**config.mk**
```make
export PLATFORM = sky130hd
export DESIGN_NAME = band_scale
export DESIGN_NICKNAME = d
export VERILOG_FILES = /design/src/rtl/band_scale.sv
export SDC_FILE = /design/constraint.sdc
export NUM_CORES = 1
export LEC_CHECK = 0
export ABC_CLOCK_PERIOD_IN_PS = 8100
export BUFFER_PORTS_ARGS = -buffer_cell sky130_fd_sc_hd__buf_4
export CORE_ASPECT_RATIO = 0.75
export CORE_MARGIN = 5
export CORE_UTILIZATION = 43
export DETAILED_ROUTE_END_ITERATION = 10
export SLEW_MARGIN = 20
export SYNTH_ARGS = -nofsm -noshare
export SYNTH_HDL_FRONTEND = slang
export SYNTH_SLANG_ARGS = --single-unit
```
**constraint.sdc**
```tcl
create_clock -name clk -period 8.1 [get_ports clk]
set_input_delay 0.405 -clock clk [delete_from_list [all_inputs] [get_ports clk]]
set_output_delay 0.405 -clock clk [all_outputs]
set_load 0.005 [all_outputs]
```
**src/rtl/band_scale.sv**
```systemverilog
// Per-band gain stage: five signed bands times five unsigned 12-bit gains through one
// shared multiplier, all results published together. Optional clamp: SCALE_SAT_EN.
module band_scale (
  input  logic        clk,
  input  logic        rst_n,
  input  logic        start,
  input  logic [15:0] LP_in,
  input  logic [15:0] B1_in,
  input  logic [15:0] B2_in,
  input  logic [15:0] B3_in,
  input  logic [15:0] HP_in,
  input  logic [11:0] LP_pot,
  input  logic [11:0] B1_pot,
  input  logic [11:0] B2_pot,
  input  logic [11:0] B3_pot,
  input  logic [11:0] HP_pot,
  output logic [15:0] LP_scl,
  output logic [15:0] B1_scl,
  output logic [15:0] B2_scl,
  output logic [15:0] B3_scl,
  output logic [15:0] HP_scl,
  output logic        valid,
  output logic        busy
);

  typedef enum logic {S_IDLE, S_MUL} state_e;

  state_e          state_q, state_d;
  logic [2:0]      idx_q, idx_d;
  logic [4:0][15:0] band_q, band_d;
  logic [4:0][11:0] pot_q, pot_d;
  logic [3:0][15:0] shadow_q, shadow_d;
  logic [4:0][15:0] scl_q, scl_d;
  logic            valid_q, valid_d;
  logic            busy_q, busy_d;

  logic [28:0] band_ext;
  logic [28:0] gain_ext;
  logic [28:0] prod;
  logic [17:0] shifted;
  logic [15:0] result;
  logic        prod_unused;

  // Sign-extend the band and zero-extend the gain to the full product width; the low
  // 29 bits of the unsigned product are then the exact two's-complement result.
  always_comb begin
    band_ext = {{13{band_q[idx_q][15]}}, band_q[idx_q]};
    gain_ext = {17'd0, pot_q[idx_q]};
    prod     = band_ext * gain_ext;
    shifted  = prod[28:11];
  end

`ifdef SCALE_SAT_EN
  always_comb begin
    if (shifted[17:15] != {3{shifted[17]}}) begin
      result = shifted[17] ? 16'h8000 : 16'h7FFF;
    end else begin
      result = shifted[15:0];
    end
  end
  assign prod_unused = ^prod[10:0];
`else
  assign result      = shifted[15:0];
  assign prod_unused = ^{prod[10:0], shifted[17:16]};
`endif

  always_comb begin
    // NOTE: every signal gets a default before the case so no path leaves it unassigned,
    // which would otherwise infer a latch.
    state_d  = state_q;
    idx_d    = idx_q;
    band_d   = band_q;
    pot_d    = pot_q;
    shadow_d = shadow_q;
    scl_d    = scl_q;
    valid_d  = 1'b0;

    case (state_q)
      S_IDLE: begin
        if (start) begin
          band_d  = {HP_in, B3_in, B2_in, B1_in, LP_in};
          pot_d   = {HP_pot, B3_pot, B2_pot, B1_pot, LP_pot};
          idx_d   = 3'd0;
          state_d = S_MUL;
        end
      end
      S_MUL: begin
        if (idx_q == 3'd4) begin
          // HP bypasses the shadows so all five outputs land on the same edge.
          scl_d   = {result, shadow_q[3], shadow_q[2], shadow_q[1], shadow_q[0]};
          valid_d = 1'b1;
          idx_d   = 3'd0;
          state_d = S_IDLE;
        end else begin
          shadow_d[idx_q[1:0]] = result;
          idx_d                = idx_q + 3'd1;
        end
      end
      default: state_d = S_IDLE;
    endcase

    busy_d = (state_d == S_MUL);
  end

  always_ff @(posedge clk) begin
    // NOTE: holding and shadow registers are reset too, so a sample aborted by reset
    // leaves no stale data behind and every output reads back as zero.
    if (!rst_n) begin
      state_q  <= S_IDLE;
      idx_q    <= 3'd0;
      band_q   <= '0;
      pot_q    <= '0;
      shadow_q <= '0;
      scl_q    <= '0;
      valid_q  <= 1'b0;
      busy_q   <= 1'b0;
    end else begin
      // NOTE: non-blocking assignments so every flop samples the pre-edge values.
      state_q  <= state_d;
      idx_q    <= idx_d;
      band_q   <= band_d;
      pot_q    <= pot_d;
      shadow_q <= shadow_d;
      scl_q    <= scl_d;
      valid_q  <= valid_d;
      busy_q   <= busy_d;
    end
  end

  assign LP_scl = scl_q[0];
  assign B1_scl = scl_q[1];
  assign B2_scl = scl_q[2];
  assign B3_scl = scl_q[3];
  assign HP_scl = scl_q[4];
  assign valid  = valid_q;
  assign busy   = busy_q;

endmodule
```
Yosys cells after proc, flatten, opt, wreduce, memory -nomap -nowiden
Cells that the tools add are included.
{"block": "classes", "eq_ne": 2, "bitwise": 2, "muxes": 14, "addsub": 1, "multipliers": 1, "reduce_logical": 5, "n_lt_le_gt_ge": 3}
{"operator": "bitwise mux 64 bit", "n": 1}
{"operator": "binary-select mux 16 bit (select 3 bit)", "n": 1}
{"operator": "binary-select mux 12 bit (select 3 bit)", "n": 1}
{"operator": "demux 16 bit (select 2 bit)", "n": 1}
{"operator": "2-to-1 mux 16 bit", "n": 2}
{"operator": "multiplier 16 x 13 -> 27 bit", "n": 1}
{"operator": "2-to-1 mux 12 bit", "n": 1}
{"operator": "AND reduction 2 bit", "n": 4}
{"operator": "2-to-1 mux 3 bit", "n": 2}
{"operator": "case mux 3 bit (2 select lines)", "n": 1}
{"operator": "< comparator 3 x 4 -> 1 bit (second input constant)", "n": 1}
{"operator": "adder 3 x 1 -> 3 bit (second input constant)", "n": 1}
{"operator": "equality test 3 bit (second input constant)", "n": 1}
{"operator": "< comparator 2 x 3 -> 1 bit (second input constant)", "n": 1}
{"operator": "2-to-1 mux 1 bit", "n": 3}
{"operator": ">= comparator 2 x 1 -> 1 bit (second input constant)", "n": 1}
{"operator": "inequality test 2 bit (second input constant)", "n": 1}
{"operator": "NOT 1 bit", "n": 2}
{"operator": "case mux 1 bit (2 select lines)", "n": 1}
{"operator": "logical AND 1 bit", "n": 1}
{"block": "totals", "word_cells": 50, "output_inout_bits": 82, "register_bits": 289, "input_bits": 143}

Logic depth before layout (Yosys ltp)
{"block": "depth", "ltp_word": 5, "ltp_mapped": 31, "ltp_nobuf": 25}

Worst setup path after synthesis
Ideal clock, no wire load.
{"block": "synth_path", "kind": "reg2reg", "from": "register idx_q[1]", "to": "register scl_q, in the netlist HP_scl[14]", "n_path_buf": 5, "setup_time_ps": 117, "arrival_time_ps": 6949, "path_slack_ps": 1034, "required_time_ps": 7983, "synth_period_minus_slack_ps": 7066, "stages_incl_launch_ff": 28, "path_cell_list": "dfxtp_1 -> buf_2 -> buf_2 -> buf_1 -> mux4_2 -> a22oi_1 -> clkbuf_1 -> nor2_1 -> fa_1 -> inv_1 -> fa_1 -> inv_1 -> fa_1 -> fa_1 -> inv_1 -> fa_1 -> inv_1 -> ha_1 -> a21o_1 -> a21o_1 -> a211oi_1 -> o21ai_0 -> a41oi_2 -> o21ba_1 -> buf_6 -> o21bai_2 -> xnor2_1 -> a22o_1"}
{"block": "synth_via", "elab_chain_cells": 3, "elab_cells_between_ends": 7, "cone_classes": "mul (1); eq/ne (1); mux (4); reduce/logical (1)"}
{"item": "start, declared", "line": "29", "text": "logic [2:0] idx_q, idx_d;"}
{"item": "start signal, assigned", "line": "120", "text": "idx_q <= idx_d;"}
{"item": "binary-select mux 16 bit (select 3 bit) or binary-select mux 12 bit (select 3 bit) (tied branches)", "line": "47, 48"}
{"item": "2-to-1 mux 16 bit (not written as such) or 2-to-1 mux 12 bit (tied branches)", "line": "47, 48"}
{"item": "multiplier 16 x 13 -> 27 bit", "line": "49", "text": "prod = band_ext * gain_ext;"}
{"item": "end signal, assigned", "line": "124", "text": "scl_q <= scl_d;"}
{"item": "end, declared", "line": "33", "text": "logic [4:0][15:0] scl_q, scl_d;"}
Several ways; a longest one is shown, not always the timed one. The select of a mux whose other input is x is not followed.
A chain may end at the register's enable or synchronous reset.

Worst setup path in the final report
{"block": "layout_path", "from": "register idx_q[1]", "to": "register shadow_q[25] (netlist bit)"}
{"block": "layout_via", "elab_chain_cells": 5, "elab_cells_between_ends": 14, "cone_classes": "mul (1); order compare (2); eq/ne (1); mux (7); bitwise (1); reduce/logical (2)"}
{"item": "parallel branches: the longest is 5 deep, another holds multiplier 16 x 13 -> 27 bit"}
{"item": "end signal, assigned", "line": "123", "text": "shadow_q <= shadow_d;"}
{"item": "end, declared", "line": "32", "text": "logic [3:0][15:0] shadow_q, shadow_d;"}
Several ways; the timed one is not identified. The select of a mux whose other input is x is not followed.

==> impl_metrics.tcl <==
set metrics [dict create \
    run_status "finished clean" \
    grt_pass1_vias 14800 \
    netlist_instances 2045 \
    worst-path-max-fanout 27 \
    report.final.setup_viol 0 \
    vias 14600 \
    comb_power_share_pct 18.4 \
    floorplan.initialDensity_pct 43.2 \
    num-nets-final 2592 \
    place_worst_setup_slack_ns 0.634 \
    grt_overflow 0 \
    cts_root_buf "clkbuf_16" \
    power_density_nw_per_um2 168 \
    synth_edf_count 0 \
    clock_sinks 289 \
    grt_setup_unrepaired "no" \
    placementRows 64 \
    switching_power_summed_over_all_nets_mw 1.04 \
    insertion_delay_to_the_later_sink_of_the_worst_skew_pair_ns 0.58 \
    synth.net_count 2419 \
    post_route_cells_drive_above_1_share_pct 16.0 \
    synth.largest_area_cell "dfxtp_1" \
    max_cap_viol_count 0 \
    track_usage_pct 23.3 \
    portBuffers 224 \
    worst_setup_path_end_kind "register" \
    clk_pin_slew_ns 0.07 \
    place.gp.congestion 0.934 \
    hold_violations 0 \
    final.setup.worst_slack_ns 0.495 \
    netlist_top_cells_area "dfxtp_1 33%, fa_1 19%, nand2_1 10%" \
    dominantRegCellSynth "dfxtp_1" \
    cell_internal_pwr_mw 2.43 \
    power.ir.vdd_worst_uv 151 \
    yosysWarnings 0 \
    core_region_area_sq_um 40500 \
    tritoncts "yes" \
    post-route-min-period_ns 7.60 \
    grt_antenna_before_repair 0 \
    seq_area_frac_synth_pct 33.1 \
    cts.htree.levels 1 \
    post_synth.cell_area_avg_sq_um 8.55 \
    skew_ns 0.0199 \
    max_freq_ghz 0.131 \
    synthDominantCellAreaShare_pct 33.1 \
    synthesis.area_sq_um 17500 \
    cts_resized 0 \
    io_pins 225 \
    worst-endpoint-required_ns 8.58 \
    route.antenna.remaining_nets 0 \
    worst-slew-pin-transition_ns 1.09 \
    ys_async_sr_fraction_pct 0 \
    postCtsHoldBufs 0 \
    numCtsBuffers 29 \
    setup_bufs_post_cts 0 \
    clock_tree.buffer_depth 3 \
    clkPwrFrac_pct 38.1 \
    timing.final.crit_share_pct 93.9 \
    finalNonFillerCells 2769 \
    initialDrtViolationCount 1159 \
    drt_first_pass_iters 5 \
    route.detailed.wl_per_inst_microns 19.1 \
    switching_share_pct 29.9 \
    final.setup.tns_ns 0 \
    synth_most_common_cell "nand2_1" \
    netlist-cell-type-count 61 \
    chipHeight_microns 185 \
    timing_worst_setup_path_type "reg -> reg" \
    n_antenna_cell 0 \
    totalPowerFinal_mw 3.47 \
    worstPathArrival_ns 8.08 \
    wire_length_of_the_first_global_routing_pass_microns 83100 \
    place.detailed.instances 2715 \
    synth.top_cells.by_count "465 x nand2_1, 289 x dfxtp_1, 229 x inv_1, 199 x a21oi_1, 169 x fa_1" \
    chipWidth_microns 243 \
    critical_path.startpoint_type "register" \
    wirelength_microns 52800 \
    via_per_inst 5.29 \
    floorplan.die_area_sq_um 44900 \
    timing.final.max_slew_violations 0 \
    p_leak_nw 9.09 \
    grt_start_max_net_pins 111 \
    finalHoldWorstSlack_ns 0.0654 \
    relSlewSlack_pct 26.6 \
    layout-area-overhead-vs-synth_pct 17.8 \
    synth-seq-cells 289 \
    seq_power_share_pct 43.5 \
    drc 0 \
    dp.final_hpwl_microns 40800 \
    hold_class "in -> reg" \
]
critical path: stages, from the launching register on:
cell      delay, ns
dfxtp_2        0.82
buf_12         0.26
mux2i_1        0.09
nor2_1         0.08
a21oi_1        0.06
o21ai_0        0.68
nand2_1        0.18
fa_1           0.49
fa_1           0.55
inv_1          0.06
fa_1           0.48
fa_1           0.50
inv_1          0.05
fa_1           0.47
inv_1          0.04
ha_1           0.35
a21o_1         0.19
a21o_1         0.17
a211oi_1       0.28
o21ai_0        0.15
a41oi_2        0.41
o31ai_1        0.13
xnor2_1        0.59
o21ai_0        0.21
and2_1         0.20
power groups by stage:
stage | logic (mW) | clock network, mW | registers [mW]
after floorplan | 0.393 | 0 | 1.52
after global placement | 0.626 | 0 | 1.54
after detailed placement | 0.635 | 0 | 1.54
after CTS | 0.637 | 1.35 | 1.51
after global routing | 0.709 | 1.41 | 1.51
final | 0.637 | 1.32 | 1.51
cell type report:
cell class / instances / area [sq um]
clock buffers: 38 / 800
clock inverters: 16 / 126
fillers: 3913 / 19900
inverters: 231 / 870
multi-input cells: 1405 / 10400
flip-flops and latches: 289 / 5790
well taps: 528 / 661
repair buffers: 262 / 1980
stage by stage:
stage | utilization [%] | area (sq um)
3_5_place_dp | 48.6 | 19700
2_1_floorplan | - | 17500
5_1_grt | 50.9 | 20600
3_3_place_gp | 48.6 | 19700
4_1_cts | 50.8 | 20600
6_report | 50.9 | 20600
cells by family (layout without fill, tap and decap cells):
family,Yosys count,count (layout),synth area share [%]
AOI/OAI and AO/OA,404,404,14.4
xor gates and xnor gates,26,26,1.34
adders and majority gates,231,231,23.8
buffers and inverters,351,547,7.70
DFF,289,289,33.1
muxes,46,46,3.30
and+or+nand+nor,698,698,16.4
path summary, 6_finish.rpt:
| check | startpoint | to | slack (ns) | cells past startpoint |
|---|---|---|---|---|
| max | idx_q[1] | shadow_q[25] | 0.50 | 24 |
| max reg2reg | idx_q[1] | shadow_q[25] | 0.50 | 24 |
| min | B1_pot[10] | pot_q[22] | 0.07 | 3 |
| min reg2reg | pot_q[6] | pot_q[6] | 0.45 | 2 |
flip-flops by register name (all words and copies together), names as in the netlist:
signal	flops
HP_scl	16
busy	1
idx_q	3
B3_scl	16
B1_scl	16
pot_q	60
B2_scl	16
valid	1
LP_scl	16
band_q	80
shadow_q	64
layer usage:
metal	up-vias	global-route usage (%)	share of wire, %
met1	7297	33.5	46
met5	-	0	0
met2	360	36.8	45
met3	75	4.83	6.2
li1	6917	-	-
met4	0	4.51	2.0
layout by cell type (no fill, tap or decap), drive strengths merged, types with 4 or more instances in the layout:
cell type  count
o22ai          4
a21oi        200
xnor2         19
buf          262
mux2i         24
mux4           8
nand2        465
o21ai         63
a211oi         6
nor3          10
a31oi          5
mux2          14
nand3         45
fa           169
inv          232
nor2b         12
o211ai         8
nor2         123
and2           8
clkbuf        38
or2            4
o21a          22
clkinv        13
xor2           7
and3           5
nand2b        14
ha            62
a22o          76
dfxtp        289
(Power assumes the default switching activity.)
